### src/rtl/watch_mode_hub.sv
// Mode hub for a multi-mode watch: debounces six raw buttons, steps the
// active mode with left/right, muxes the active channel's display and latches alarms.
module watch_mode_hub #(
  parameter int N_MODES  = 7,
  parameter int DISP_W   = 48,
  parameter int DEB_CYC  = 4,
  parameter int ALARM_TO = 1000,
  parameter int RST_MODE = 0
) (
  input  logic                      clk,
  input  logic                      rst_n,
  input  logic [5:0]                btn_n,
  input  logic [N_MODES-1:0]        norm_i,
  input  logic [N_MODES*DISP_W-1:0] disp_i,
  input  logic [N_MODES-1:0]        alarm_i,
  output logic [5:0]                btn_o,
  output logic [N_MODES-1:0]        mode_o,
  output logic [7:0]                o_m,
  output logic [DISP_W-1:0]         out,
  output logic                      alarm
);

  localparam int IDX_W   = (N_MODES > 1) ? $clog2(N_MODES) : 1;
  localparam int DC_W    = $clog2(DEB_CYC + 1);
  localparam int TO_W    = $clog2(ALARM_TO + 1);
  localparam int B_RIGHT = 2;
  localparam int B_LEFT  = 3;
  localparam int B_ESC   = 5;
  localparam logic [IDX_W-1:0] IDX_MAX = IDX_W'(N_MODES - 1);
  localparam logic [IDX_W-1:0] IDX_RST = IDX_W'(RST_MODE);

  logic [5:0]         sync1_q, sync2_q;
  logic [5:0]         pressed, deb_lvl, deb_prev_q, rise;
  logic [5:0]         pulse_q, cons_q, cons_d;
  logic [IDX_W-1:0]   idx_q, idx_d;
  logic [N_MODES-1:0] pend_q, pend_d, alarm_prev_q;
  logic [TO_W-1:0]    to_cnt_q, to_cnt_d;
  logic [DISP_W-1:0]  out_q;
  logic               alarm_q;
  logic               rise_left, rise_right, ack, timeout;

  // Synchroniser holds the raw active-low level; released == all ones.
  always_ff @(posedge clk or negedge rst_n) begin
    if (!rst_n) begin
      sync1_q <= '1;
      sync2_q <= '1;
    end else begin
      sync1_q <= btn_n;
      sync2_q <= sync1_q;
    end
  end

  assign pressed = ~sync2_q;

  generate
    for (genvar gi = 0; gi < 6; gi++) begin : g_deb
      logic [DC_W-1:0] cnt_q;
      logic            lvl_q;

      always_ff @(posedge clk or negedge rst_n) begin
        if (!rst_n) begin
          cnt_q <= '0;
          lvl_q <= 1'b0;
        end else if (pressed[gi] != lvl_q) begin
          if (cnt_q == DC_W'(DEB_CYC - 1)) begin
            lvl_q <= pressed[gi];
            cnt_q <= '0;
          end else begin
            cnt_q <= cnt_q + 1'b1;
          end
        end else begin
          cnt_q <= '0;
        end
      end

      assign deb_lvl[gi] = lvl_q;
    end
  endgenerate

  // Rising edge of the debounced level; acted on at the edge that registers the pulse.
  assign rise       = deb_lvl & ~deb_prev_q;
  assign rise_left  = rise[B_LEFT];
  assign rise_right = rise[B_RIGHT];

  always_comb begin
    cons_d = '0;
    idx_d  = idx_q;
    if (rise_left && rise_right) begin
      cons_d[B_LEFT]  = 1'b1;
      cons_d[B_RIGHT] = 1'b1;
    end else if ((rise_left || rise_right) && norm_i[idx_q]) begin
      cons_d[B_LEFT]  = rise_left;
      cons_d[B_RIGHT] = rise_right;
      if (rise_right) idx_d = (idx_q == IDX_MAX) ? '0 : idx_q + 1'b1;
      else            idx_d = (idx_q == '0) ? IDX_MAX : idx_q - 1'b1;
    end
    ack           = rise[B_ESC] && (pend_q != '0);
    cons_d[B_ESC] = ack;
    timeout       = (pend_q != '0) && (to_cnt_q == TO_W'(ALARM_TO - 1));
    // New alarm edges win over a same-cycle acknowledge or timeout.
    pend_d   = ((ack || timeout) ? '0 : pend_q) | (alarm_i & ~alarm_prev_q);
    to_cnt_d = (ack || timeout || (pend_d != pend_q) || (pend_q == '0)) ? '0 : to_cnt_q + 1'b1;
  end

  always_ff @(posedge clk or negedge rst_n) begin
    if (!rst_n) begin
      deb_prev_q   <= '0;
      pulse_q      <= '0;
      cons_q       <= '0;
      idx_q        <= IDX_RST;
      pend_q       <= '0;
      alarm_prev_q <= '0;
      to_cnt_q     <= '0;
      alarm_q      <= 1'b0;
      out_q        <= '0;
    end else begin
      deb_prev_q   <= deb_lvl;
      pulse_q      <= rise;
      cons_q       <= cons_d;
      idx_q        <= idx_d;
      pend_q       <= pend_d;
      alarm_prev_q <= alarm_i;
      to_cnt_q     <= to_cnt_d;
      alarm_q      <= |pend_q;
      out_q        <= disp_i[idx_q*DISP_W +: DISP_W];
    end
  end

  assign btn_o  = pulse_q & ~cons_q;
  assign mode_o = {{(N_MODES-1){1'b0}}, 1'b1} << idx_q;
  assign o_m    = 8'(idx_q);
  assign out    = out_q;
  assign alarm  = alarm_q;

endmodule

### config.mk
export PLATFORM = sky130hd
export DESIGN_NAME = watch_mode_hub
export DESIGN_NICKNAME = d
export VERILOG_FILES = /design/src/rtl/watch_mode_hub.sv
export SDC_FILE = /design/constraint.sdc
export NUM_CORES = 1
export LEC_CHECK = 0
export BUFFER_PORTS_ARGS = -buffer_cell sky130_fd_sc_hd__buf_2
export CAP_MARGIN = 20
export CORE_AREA = 5 5 161 163
export CTS_CLUSTER_DIAMETER = 30
export CTS_CLUSTER_SIZE = 30
export DETAILED_ROUTE_END_ITERATION = 10
export DIE_AREA = 0 0 166 168
export PLACE_DENSITY = 0.68
export RECOVER_POWER = 25
export SYNTH_ARGS = -nofsm -noshare
export SYNTH_HDL_FRONTEND = slang
export SYNTH_SLANG_ARGS = --single-unit
### constraint.sdc
create_clock -name clk -period 4.7 [get_ports clk]
set_clock_uncertainty 0.15 [all_clocks]
set_input_delay 0 -clock clk [delete_from_list [all_inputs] [get_ports clk]]
set_output_delay 0 -clock clk [all_outputs]
set_load 0.05 [all_outputs]
==> impl_metrics.yaml <==
run_status:
  status: "finished, violations left"
  violations: "capacitance limit, slew limit"
timing:
  post-route-period-util_pct: 78.5
  fin_tns_setup_ns: 0
  fin_crit_ns: 3.69
  relSlewSlack_pct: -41.1
  rsz0062_at_grt: "no"
  fmax_mhz: 271
  hold_violations: 0
  worstMarginPinSlew_ns: 2.12
  setup_violations: 0
  drv_slew: 84
  setup_ws_ns: 1.01
yosys:
  ys_ff_latch: 127
  yosysSeqAreaShare_pct: 45.6
  ys_types: 38
  syn_avg_cell_area_sq_um: 10.9
  netlist_instances: 639
  yosysWarnings: 0
  syn_area_sq_um: 7000
global_routing:
  grt_pass1_vias: 7750
  grt_util_all_layers_pct: 19.6
  antenna_found_initial: 8
  grt_pass1_wl_mm: 42.7
  grt_max_degree: 84
  grt.overflow.total: 0
critical_path:
  crit_end: "out[12]$_DFF_PN0_"
  critPathBufInv: 4
  rrSetupSlack_ns: 1.01
  crit_path_start_kind: "register"
  slowest_delay_ns: 0.93
  cpMostUsedCell: "dlygate4sd3_1"
  cpMaxStageDelayCell: "dfrtp_4"
  rr_startpoint: "idx_q[1]$_DFFE_PN0P_"
  end_kind: "register"
  ff2ff_path_depth: 7
  path_class: "register to register"
  crit_start: "idx_q[1]$_DFFE_PN0P_"
  arrival_ns: 3.89
  r2r-end: "out[12]$_DFF_PN0_"
  critPathRequiredTime_ns: 4.90
  cp_cell_sequence: "inv_1 > nor2_4 > buf_4 > a21oi_1 > dlygate4sd3_1 > o21ai_1 > dlygate4sd3_1"
  cp_max_fo: 59
  cp.depth: 7
  crit_family: "buffers and inverters"
power:
  powerDensity_nw_per_um2: 654
  p_leak_nw: 5.61
  peakVddDrop_v: 0.000346
route:
  ant_nets: 0
  via_per_inst: 4.65
  drcViolationCount: 0
  dr.pass1.iters: 5
  via_count: 7168
  wl_per_cell_microns: 18.2
  drt_first_iter_violations: 373
  wl_mm: 28.0
place:
  hpwl_mm: 21.2
  gp_congestion: 0.924
  place_inst: 1346
  dp_slack_ns: 2.01
  port_buffers: 422
clock_network:
  cts_tree: "built"
  clk_latency_ns: 0.41
  ctsResizeCount: 0
  root_buffer: "clkbuf_16"
  cts.reportedPaths.clkPinSlew_ns: 0.07
  cts.sinks: 127
  htree_levels: 4
  cts_buffer_depth: 2
  cts-buffers-inserted: 17
layout:
  nFillCells: 2257
  layout-drive-gt1-share_pct: 43.0
  ff_latch_area_sq_um: 3200
  area_growth_pct: 64.3
  final_cells: 1541
  multiInputGateArea_sq_um: 3480
  final_nets: 1570
floorplanning:
  coreArea_sq_um: 24200
  dieArea_sq_um: 27900
  rows: 57
  start_util_pct: 28.9
  die_x_microns: 166
  die_h_microns: 168
  io_pins: 428
run:
  maxCapViolations: 1
worst_hold_path:
  hold_path.class: "input pin to register"
-- how the worst min path moves through the flow --
stage	startpoint	endpoint	cells after the start	slack, ns
after floorplan	rst_n	alarm$_DFF_PN0_	0	-0.45
after global placement	rst_n	g_deb[1].lvl_q$_DFFE_PN0P_	1	-0.05
after detailed placement	rst_n	pulse_q[1]$_DFF_PN0_	1	-0.05
after global routing	norm_i[6]	cons_q[3]$_DFF_PN0_	4	0.02
final	norm_i[6]	cons_q[3]$_DFF_PN0_	4	0.03
after CTS	norm_i[6]	cons_q[3]$_DFF_PN0_	4	0.01
-- layout make-up --
cell class	instances	share of cell area (%)
timing repair buffer	585	32.5
sequential	127	27.8
clock buffer	18	3.82
clock inverter	14	1.24
multi-input combinational	447	30.3
tap	324	3.53
inverter	21	0.697
antenna	5	0.109
-- layout by cell type, fill, tap and decap left out, types with 4 or more instances in the layout --
master         synthesis  layout
conb_1                 1       5
nor3b_1               19      19
mux2i_1               51      51
nand2b_1               9       9
buf_2                  5     414
and2_1                 4       4
mux4_2                49      49
o21ai_0               15      15
dfstp_2               12      12
xor2_1                 9       9
clkbuf_1              21       7
dlygate4sd3_1          0     158
inv_1                 20      20
nor2b_1               10      10
o21ai_1               47      47
diode_2                0       5
ha_1                  13      13
a21oi_1               50      50
nor2_1                69      68
clkbuf_16              0      17
inv_6                  0       5
nor3_1                 6       6
dfrtp_1              115     113
nand2_1               67      67
xnor2_1                6       6
buf_4                 18       4
-- power breakdown --
group	total [mW]	switching [mW]	leakage, nW	internal [mW]
logic	4.32	2.37	3.77	1.95
registers	1.89	0.395	1.56	1.49
clock network	1.31	0.545	0.288	0.761
total	7.51	3.31	5.61	4.20
-- metal layers --
metal | part of all wire (%) | vias to the layer above | track usage [%]
met3 | 6.2 | 58 | 5.28
met2 | 53 | 295 | 34.9
li1 | - | 3364 | -
met5 | 0.15 | - | 0
met4 | 3.0 | 6 | 7.03
met1 | 38 | 3445 | 22.7
-- cell families (layout without fill, tap and decap cells) --
logic type	after synthesis	count (layout)	synth area share [%]
muxes	103	103	23.6
AOI/OAI and AO/OA	117	117	8.71
other	1	10	0.0536
adders and majority gates	13	13	2.33
DFF	127	127	45.6
buffers and inverters	69	638	4.97
and+or+nand+nor	194	194	12.9
xor gates and xnor gates	15	15	1.88
-- per-stage QoR --
stage / instance area [sq um] / hold slack, ns / util, % / power, mW
detailed placement: 9330 / -0.0497 / 38.6 / 5.42
finish: 11500 / 0.0260 / 47.5 / 7.51
floorplan: 7010 / -0.446 / - / 4.52
CTS: 11500 / 0.0140 / 47.5 / 7.55
global route: 11500 / 0.0235 / 47.5 / 8.01
global placement: 9330 / -0.0544 / 38.6 / 5.37
-- sequential cells by signal, summed over array words and instances, names as in the netlist --
register	cells
alarm	1
alarm_prev_q	7
cons_q	3
deb_prev_q	6
g_deb.cnt_q	18
g_deb.lvl_q	6
idx_q	3
out	48
pend_q	7
pulse_q	6
sync1_q	6
sync2_q	6
to_cnt_q	10
-- worst min-delay path, delay by kind of cell --
family,cells,cell delay [ns]
AOI/OAI and AO/OA,1,0.08
buffers and inverters,1,0.10
muxes,1,0.31
and+or+nand+nor,1,0.05
-- cells in the mapped netlist, drive strengths merged --
library cell	count	area, sq um
ha	13	163
xor2	9	78.8
nor2	70	270
and4	1	8.76
a211oi	1	7.51
nand4	2	18.8
dfstp	12	315
mux2i	51	510
nor3	6	30.0
and2	4	25.0
o32ai	1	8.76
inv	20	75.1
a21oi	50	250
o2bb2ai	1	8.76
nand2b	9	56.3
clkinv	1	3.75
o211ai	1	7.51
o21ai	62	310
mux4	49	1100
buf	27	190
nand3	3	15.0
mux2	3	33.8
clkbuf	21	78.8
conb	1	3.75
dfrtp	115	2880
nand2	67	251
nor2b	10	62.6
a41oi	1	16.3
nor4	3	18.8
nor3b	19	143
xnor2	6	52.6
-- repair_timing --
| item | in CTS | in global routing |
|---|---|---|
| hold buffers | 158 | 0 |
| endpoints found under the hold margin | 151 | 0 |
| setup buffers | 0 | 0 |
| endpoints found under the setup margin | 0 | 0 |
(Power assumes the default switching activity.)
